==> src/rtl/uart_tx_responder.sv <==
// uart_tx_responder: memory-mapped 8N1 UART transmitter with a byte FIFO.
// Optional idle interrupt and IER register are built when UART_TX_IRQ_EN is defined.
//
// Ports:
//   clk, rst        - system clock, asynchronous active-high reset
//   bus_req/bus_we  - request strobe (already window-decoded), 1 = write
//   bus_addr        - byte address, only [11:0] decoded
//   bus_wdata       - write data, THR takes [7:0]
//   bus_rdata       - registered read data, valid while bus_ready
//   bus_ready       - registered one-cycle acknowledge per sampled request
//   tx              - registered serial output, idle high
//   irq             - registered transmit-idle level interrupt
//
// Register map: 0x000 THR (wo), 0x004 STATUS (ro), 0x008 IER (rw).
// STATUS: bit0 full, bit1 empty, bit2 busy, bit3 overflow (sticky, read-clear).
module uart_tx_responder #(
    parameter int XLEN       = 32,
    parameter int CLK_DIV    = 868,
    parameter int FIFO_DEPTH = 8
) (
    input  logic            clk,
    input  logic            rst,
    input  logic            bus_req,
    input  logic            bus_we,
    input  logic [XLEN-1:0] bus_addr,
    input  logic [XLEN-1:0] bus_wdata,
    output logic [XLEN-1:0] bus_rdata,
    output logic            bus_ready,
    output logic            tx,
    output logic            irq
);

    localparam int AW = $clog2(FIFO_DEPTH);
    localparam int CW = (CLK_DIV > 2) ? $clog2(CLK_DIV) : 1;
    localparam logic [CW-1:0] BAUD_LOAD = CW'(CLK_DIV - 1);
    localparam logic [AW:0]   DEPTH_C   = (AW + 1)'(FIFO_DEPTH);

    typedef enum logic [1:0] {
        S_IDLE,
        S_START,
        S_DATA,
        S_STOP
    } state_t;

    state_t        state, state_n;
    logic [CW-1:0] baud, baud_n;
    logic [2:0]    bit_idx, bit_n;
    logic [7:0]    shreg, shreg_n;
    logic          tx_n;

    logic [7:0]    mem [FIFO_DEPTH];
    logic [AW-1:0] wr_ptr, rd_ptr;
    logic [AW:0]   count;

    logic          ovf;
    logic          ier_rd;
    logic [XLEN-1:0] rdata_d;

    logic [11:0] off;
    logic sel_thr, sel_status, sel_ier;
    logic wr, rd;
    logic full, empty, busy;
    logic pop, push, ovf_set;

    logic unused_bits;
    assign unused_bits = ^{bus_addr[XLEN-1:12], bus_wdata[XLEN-1:8]};

    assign off        = bus_addr[11:0];
    assign sel_thr    = (off == 12'h000);
    assign sel_status = (off == 12'h004);
    assign sel_ier    = (off == 12'h008);
    assign wr         = bus_req & bus_we;
    assign rd         = bus_req & ~bus_we;

    assign full  = (count == DEPTH_C);
    assign empty = (count == '0);
    assign busy  = (state != S_IDLE);

    // A full FIFO still accepts a push when the serializer pops the same edge.
    assign pop     = (state == S_IDLE) & ~empty;
    assign push    = wr & sel_thr & (~full | pop);
    assign ovf_set = wr & sel_thr & full & ~pop;

    always_ff @(posedge clk) begin
        if (push) begin
            mem[wr_ptr] <= bus_wdata[7:0];
        end
    end

    always_ff @(posedge clk or posedge rst) begin
        if (rst) begin
            wr_ptr <= '0;
            rd_ptr <= '0;
            count  <= '0;
        end else begin
            if (push) wr_ptr <= wr_ptr + 1'b1;
            if (pop)  rd_ptr <= rd_ptr + 1'b1;
            unique case ({push, pop})
                2'b10:   count <= count + 1'b1;
                2'b01:   count <= count - 1'b1;
                default: count <= count;
            endcase
        end
    end

    always_ff @(posedge clk or posedge rst) begin
        if (rst) begin
            ovf <= 1'b0;
        end else if (ovf_set) begin
            ovf <= 1'b1;
        end else if (rd & sel_status) begin
            ovf <= 1'b0;
        end
    end

`ifdef UART_TX_IRQ_EN
    logic ier;

    always_ff @(posedge clk or posedge rst) begin
        if (rst) begin
            ier <= 1'b0;
            irq <= 1'b0;
        end else begin
            if (wr & sel_ier) ier <= bus_wdata[0];
            irq <= ier & empty & ~busy;
        end
    end

    assign ier_rd = ier;
`else
    assign ier_rd = 1'b0;
    assign irq    = 1'b0;
`endif

    always_comb begin
        rdata_d = '0;
        unique case (1'b1)
            sel_status: rdata_d = {{(XLEN-4){1'b0}}, ovf, busy, empty, full};
            sel_ier:    rdata_d = {{(XLEN-1){1'b0}}, ier_rd};
            default:    rdata_d = '0;
        endcase
    end

    always_ff @(posedge clk or posedge rst) begin
        if (rst) begin
            bus_ready <= 1'b0;
            bus_rdata <= '0;
        end else begin
            bus_ready <= bus_req;
            bus_rdata <= rd ? rdata_d : '0;
        end
    end

    always_ff @(posedge clk or posedge rst) begin
        if (rst) begin
            state   <= S_IDLE;
            baud    <= '0;
            bit_idx <= '0;
            shreg   <= '0;
            tx      <= 1'b1;
        end else begin
            state   <= state_n;
            baud    <= baud_n;
            bit_idx <= bit_n;
            shreg   <= shreg_n;
            tx      <= tx_n;
        end
    end

    always_comb begin
        state_n = state;
        baud_n  = baud;
        bit_n   = bit_idx;
        shreg_n = shreg;
        tx_n    = 1'b1;
        unique case (state)
            S_IDLE: begin
                if (!empty) begin
                    shreg_n = mem[rd_ptr];
                    baud_n  = BAUD_LOAD;
                    state_n = S_START;
                end
            end
            S_START: begin
                tx_n = 1'b0;
                if (baud == '0) begin
                    baud_n  = BAUD_LOAD;
                    bit_n   = 3'd0;
                    state_n = S_DATA;
                end else begin
                    baud_n = baud - 1'b1;
                end
            end
            S_DATA: begin
                tx_n = shreg[bit_idx];
                if (baud == '0) begin
                    baud_n = BAUD_LOAD;
                    if (bit_idx == 3'd7) begin
                        state_n = S_STOP;
                    end else begin
                        bit_n = bit_idx + 3'd1;
                    end
                end else begin
                    baud_n = baud - 1'b1;
                end
            end
            S_STOP: begin
                if (baud == '0) begin
                    state_n = S_IDLE;
                end else begin
                    baud_n = baud - 1'b1;
                end
            end
            default: state_n = S_IDLE;
        endcase
    end

endmodule
==> config.mk <==
export PLATFORM = sky130hd
export DESIGN_NAME = uart_tx_responder
export DESIGN_NICKNAME = d
export VERILOG_FILES = /design/src/rtl/uart_tx_responder.sv
export SDC_FILE = /design/constraint.sdc
export NUM_CORES = 1
export LEC_CHECK = 0
export BUFFER_PORTS_ARGS = -buffer_cell sky130_fd_sc_hd__buf_4
export CORE_UTILIZATION = 45
export DETAILED_ROUTE_END_ITERATION = 12
export GPL_TIMING_DRIVEN = 0
export HOLD_SLACK_MARGIN = 0.1
export PLACE_DENSITY = 0.71
export SYNTH_ARGS = -nofsm -noshare
export SYNTH_HDL_FRONTEND = slang
export SYNTH_SLANG_ARGS = --single-unit
==> constraint.sdc <==
create_clock -name clk -period 2.45 [get_ports clk]
set_input_delay 0.245 -clock clk [delete_from_list [all_inputs] [get_ports clk]]
set_output_delay 0.245 -clock clk [all_outputs]
set_load 0.05 [all_outputs]
==> results.cfg, run 1 <==
[run_status]
status = completed

[clock_tree]
cts_buffers = 9
cts_max_level = 3
cts_sinks = 104
cts_tree = yes
clock_tree.root_cell = clkbuf_8
cts.path.max_buffers = 2
clk_latency_ns = 0.37
path_clk_slew_ns = 0.12

[final_layout]
syn_to_final_growth_pct = 17.8
n_fill_cell = 849
seq_area_um2 = 2920
mostFrequentLayoutCells = edfxtp_1, buf_4, dfrtp_1, conb_1, mux4_2
nNetsFinal = 511
final_common_cell = edfxtp_1
drive_gt1_share_pct = 28.1
multi_input_area_um2 = 1850
final_area_um2 = 5820
diodes = 0

[routing]
drc = 0
wl_per_cell_um = 15.4
via_per_inst = 5.21
drtIter0Drc = 145
routed_wl_mm = 8.78
dr.pass1.iters = 4
ant_nets = 0
vias = 2969

[sta]
min_period_over_period_pct = 98.4
finalSetupViolCount = 0
fmax_ghz = 0.415
slew_headroom_pct = 39.4
hold_ws_ns = 0.121
skew_ns = 0.0179
finalCriticalPeriod_ns = 2.41
slew_viol_final = 0
rsz0062_at_grt = no
hold_viol_final = 0
worstMarginPinSlew_ns = 0.906

[global_routing]
gr-total-overflow = 0
grtUsageMet2_pct = 29.3
first_global_vias = 2998
grt_max_degree = 41
grt_pass1_wl_mm = 14.4
grt_use_met1_pct = 20.4
grtUsageMet3_pct = 3.53
grt-busiest-layer = met2
grt_usage_pct = 16.7
antenna_found_initial = 0

[critical_path]
critPathKind = in2reg
critPathRequiredTime_ns = 2.74
arrival_ns = 2.70
critPathLaunchType = primary input
reg2reg_setup_slack_ns = 0.13
cp_max_fo = 4
end_kind = flop

[placed_design]
gp_congestion = 0.812
port_buffers = 29
dpl.hpwl_mm = 6.12
postPlaceCellArea_um2 = 5450

[synthesis]
synth_area_leader_cell = edfxtp_1
ys_seq_area_share_pct = 59.2
synth-seq-cells = 104
synth_fa_ha_area_share_pct = 3.70
synthCells = 348
synth_compound_area_share_pct = 7.85
synth-edff-count = 64
yosys.area.top_type_share_pct = 38.9
synthSimpleGateAreaFrac_pct = 9.55
synth_top_family_by_area = multiplexers
ys_warn_count = 0
synth_xor_xnor_area_share_pct = 1.06
synthTopCellsByArea = edfxtp_1, dfrtp_1, mux4_2, buf_4, ha_1
synth.avg_cell_area_um2 = 14.2
ys_types = 58
synthMuxAreaShare_pct = 12.0
synth_flop_cell = edfxtp_1
synthesis.area_um2 = 4940
ys_async_sr_fraction_pct = 38.5

[pwr]
powerDensity_nw_per_um2 = 543
pwr-share-clk_pct = 34.3
intPower_uw = 2340
swShare_pct = 25.8
vdd_drop_max_v = 0.000397
pwr-share-seq_pct = 59.0
power_frac_comb_pct = 6.6
p_leak_uw = 0.00229
power.switching_uw = 813

[floorplan]
die-area_um2 = 11400
start_util_pct = 47.2
num_rows = 37
core-area_um2 = 10500
die_x_um = 107
die_h_um = 107
ios = 103

[min_path]
min_path_type = in2reg

[job]
cap_viol_max_count = 0
==> registers in the layout (all words and copies together), names as in the netlist <==
| name | cells |
|---|---|
| state | 2 |
| shreg | 8 |
| bit_idx | 3 |
| count | 4 |
| tx | 1 |
| bus_rdata | 4 |
| wr_ptr | 3 |
| bus_ready | 1 |
| mem | 64 |
| rd_ptr | 3 |
| ovf | 1 |
| baud | 10 |
==> routing by layer <==
metal / share of wire, % / vias up
met3: 2.2 / 6
met4: 1.0 / 0
met5: 0 / -
met2: 52 / 46
met1: 45 / 1479
li1: - / 1438
==> path summary, 6_finish.rpt <==
path,start,endpoint,cells after the start
setup / recovery,bus_addr[6],count[3],10
hold / removal,bus_wdata[0],mem[5][0],1
setup reg to reg,count[0],mem[3][2],4
hold reg to reg,shreg[6],shreg[6],2
max in group asynchronous,rst,shreg[2],3
min in group asynchronous,rst,baud[6],3
==> through the flow <==
| step | power, µW | TNS [ns] | std cells | setup slack, ns | utilization [%] |
|---|---|---|---|---|---|
| 2_1_floorplan | 2050 | -0.119 | 376 | -0.119 | - |
| 3_3_place_gp | 2100 | -22.01 | 541 | -0.685 | 51.9 |
| 3_5_place_dp | 2100 | -20.44 | 543 | -0.513 | 52.1 |
| 4_1_cts | 3190 | 0 | 568 | 0.00955 | 55.2 |
| 5_1_grt | 3270 | 0 | 570 | 0.00338 | 55.6 |
| 6_report | 3160 | 0 | 570 | 0.0396 | 55.6 |
==> Yosys cell counts, drive strengths merged, types with 2 or more instances <==
library cell / n
a311oi: 2
nand3: 4
nor4: 5
mux2: 4
or4: 9
xnor2: 5
a22oi: 2
ha: 13
o32a: 4
edfxtp: 64
o211ai: 2
nor3: 7
or3: 3
o21ai: 12
dfrtp: 39
nor2: 17
a211oi: 3
a21o: 2
inv: 13
nand2: 16
mux2i: 14
a41oi: 2
mux4: 18
nand2b: 3
a21oi: 9
buf: 37
clkbuf: 3
o31ai: 6
nor2b: 2
or4b: 3
o2bb2ai: 3
nand3b: 3
==> cell families (layout without fill, tap and decap cells) <==
family,count (synthesis),after routing
flip-flops,104,104
AND/OR/NAND/NOR,79,79
AO/OA/AOI/OAI,55,55
buffers and inverters,53,111
multiplexers,36,36
adder cells (fa/ha/maj),14,14
XOR/XNOR,6,6
other,1,29
==> critical path: stages <==
cell,delay (ns)
buf_4,0.11
or4_4,0.56
or4_4,0.58
nand2_4,0.09
inv_2,0.04
ha_1,0.26
a21o_1,0.17
a21o_1,0.16
or4_1,0.39
nand4_1,0.10
==> area by class of cell <==
type | count | area share (%)
Buffer | 40 | 4.78
Clock buffer | 9 | 2.13
Clock inverter | 7 | 1.42
Inverter | 13 | 0.839
Multi-Input combinational cell | 219 | 31.8
Sequential cell | 104 | 50.3
Tap cell | 136 | 2.93
Timing Repair Buffer | 42 | 5.81
==> power by group through the flow <==
stage | registers, µW | clock network, µW | logic (µW)
5_1_grt | 1860 | 1180 | 224
2_1_floorplan | 1910 | 0 | 148
6_report | 1860 | 1080 | 210
3_5_place_dp | 1900 | 0 | 199
4_1_cts | 1860 | 1110 | 210
3_3_place_gp | 1900 | 0 | 195
==> repair_timing <==
item                                    in CTS  in global routing
endpoints found under the setup margin      11                  4
hold buffers                                 9                  0
gates resized for setup                      5                  5
pin swaps                                    0                  2
setup buffers                                0                  2
hold endpoints to repair                    79                  0
Power figures use the tool's default switching activity.
==> run 2, diff against run 1 <==
--- a/config.mk
+++ b/config.mk
@@ -6,11 +6,11 @@
 export NUM_CORES = 1
 export LEC_CHECK = 0
 export BUFFER_PORTS_ARGS = -buffer_cell sky130_fd_sc_hd__buf_4
-export CORE_UTILIZATION = 45
+export CORE_UTILIZATION = 43
 export DETAILED_ROUTE_END_ITERATION = 12
 export GPL_TIMING_DRIVEN = 0
 export HOLD_SLACK_MARGIN = 0.1
-export PLACE_DENSITY = 0.71
+export PLACE_DENSITY = 0.69
 export SYNTH_ARGS = -nofsm -noshare
 export SYNTH_HDL_FRONTEND = slang
 export SYNTH_SLANG_ARGS = --single-unit
==> run 2 against run 1 <==
The flow now finishes with violations (negative setup slack); largest cell class unchanged; maximum frequency decreased by 1.9%; clock-buffer cell count did not move; sequential share of layout area increased by 0.076 points; clock power is 29% higher; critical endpoint unchanged; highest routed layer unchanged; via count rose by 0.54%; register-to-register slack worse by 0.03 ns.
==> results.cfg, run 2 (synthesis results as in run 1) <==
[clock_tree]
path_clk_slew_ns = 0.07
cts.path.max_buffers = 2
clock_tree.root_cell = clkbuf_16
cts_max_level = 3
clk_latency_ns = 0.34
cts_tree = yes
cts_buffers = 9
cts_sinks = 104

[critical_path]
reg2reg_setup_slack_ns = 0.10
crit_path_top_delay_cell = or4_4
critPathMaxStageDelay_ns = 0.57
critPathKind = in2reg
critPathTopFamily = simple AND/OR/NAND/NOR gates
crit_path_cell_trace = buf_4 -> or4_4 -> or4_4 -> nand2_4 -> inv_2 -> ha_1 -> a21o_1 -> a21o_1 -> or4_1 -> nand4_1
critPathRequiredTime_ns = 2.73
cp_max_fo = 4
ff2ff_path_depth = 11
arrival_ns = 2.73
reg2reg_to = count[3]
critPathLaunchType = primary input
end_kind = flop
r2r-start = state[0]
cp_num_buf_inv = 2

[run_status]
status = complete, but fails checks
violations = negative setup slack

[routing]
via_per_inst = 5.30
drc = 0
vias = 2985
dr.pass1.iters = 4
routed_wl_mm = 8.80
drtIter0Drc = 143
ant_nets = 0
wl_per_cell_um = 15.6

[pwr]
powerDensity_nw_per_um2 = 595
vdd_drop_max_v = 0.000492
p_leak_uw = 0.00228

[sta]
hold_viol_final = 0
min_period_over_period_pct = 100
setup_ws_ns = -0.00672
slew_headroom_pct = 40.7
slew_viol_final = 0
finalCriticalPeriod_ns = 2.46
finalSetupViolCount = 1
skew_ns = 0.00535
fmax_ghz = 0.407
rsz0062_at_grt = yes
worstMarginPinSlew_ns = 0.886

[min_path]
min_path_type = in2async

[floorplan]
die-area_um2 = 11900
core-area_um2 = 11000
die_h_um = 109
num_rows = 38
start_util_pct = 44.8
die_x_um = 109
ios = 103

[final_layout]
post-route-util_pct = 52.7
diodes = 0
syn_to_final_growth_pct = 17.6
final_common_cell = edfxtp_1
largest_reg_flops = 64
mostFrequentLayoutCells = edfxtp_1, buf_4, dfrtp_1, conb_1, mux4_2
nNetsFinal = 500
top_register = mem
instances_no_fill = 563
drive_gt1_share_pct = 28.6
reg_top3 = mem x64, baud x10, shreg x8

[global_routing]
antenna_found_initial = 0
first_global_vias = 2863
gr-total-overflow = 0
grt_max_degree = 41
grt_usage_pct = 16.0
grt_pass1_wl_mm = 14.3

[placed_design]
dpl.hpwl_mm = 6.02
gp_congestion = 0.785
place_ws_ns = -0.487
port_buffers = 29
dp.cells = 545

[job]
cap_viol_max_count = 0
-- run 2: changes by cell type in the layout (fill, tap and decap cells not counted), sizes merged --
cell         before  now
buf              70   67
dlygate4sd3       9    1
inv              17   19
clkinvlp          1    0
clkinv            2    1
-- run 2: worst max path at each step --
stage | startpoint | end | cells after the start | slack, ns
floorplan | bus_addr[7] | count[3] | 9 | -0.12
global placement | bus_addr[6] | mem[1][4] | 5 | -0.72
detailed placement | count[0] | count[3] | 9 | -0.49
CTS | bus_addr[7] | count[3] | 10 | 0.02
global route | bus_addr[0] | count[3] | 10 | -0.07
finish | bus_addr[0] | count[3] | 10 | -0.007
-- run 2: final cells by class --
cell class / instances / area (µm²)
Buffer: 40 / 278
Clock inverter: 7 / 62.6
Tap cell: 140 / 175
Timing Repair Buffer: 31 / 235
Clock buffer: 9 / 225
Inverter: 13 / 48.8
Fill cell: 939 / 5220
Multi-Input combinational cell: 219 / 1860
Sequential cell: 104 / 2920
-- run 2: power by group --
| part | switching (µW) | total (µW) | internal, µW |
|---|---|---|---|
| combinational | 139 | 200 | 60.6 |
| clock | 673 | 1390 | 717 |
| sequential | 0.588 | 1860 | 1860 |
| total | 813 | 3450 | 2640 |
-- run 2: repair_timing --
item	CTS	global route
hold buffers	1	0
buffers inserted	0	1
endpoints found under the hold margin	1	0
endpoints found under the setup margin	3	22
pin swaps	0	4
resized for setup	3	7
-- run 2: stage by stage --
step,setup TNS [ns],instance area (µm²),total power (µW),hold WS (ns)
after detailed placement,-18.40,5450,2100,0.368
after floorplan,-0.119,5050,2050,0.276
after CTS,0,5770,3480,0.115
after global routing,-0.495,5810,3550,0.127
final,-0.00672,5810,3450,0.0690
after global placement,-22.09,5440,2100,0.362
-- run 2: layer usage --
layer	track usage, %	up-vias	share of wire (%)
met5	0	-	0
met4	5.24	0	1.7
met3	3.05	13	3.9
met2	27.0	65	51
met1	20.8	1471	44
li1	-	1436	-
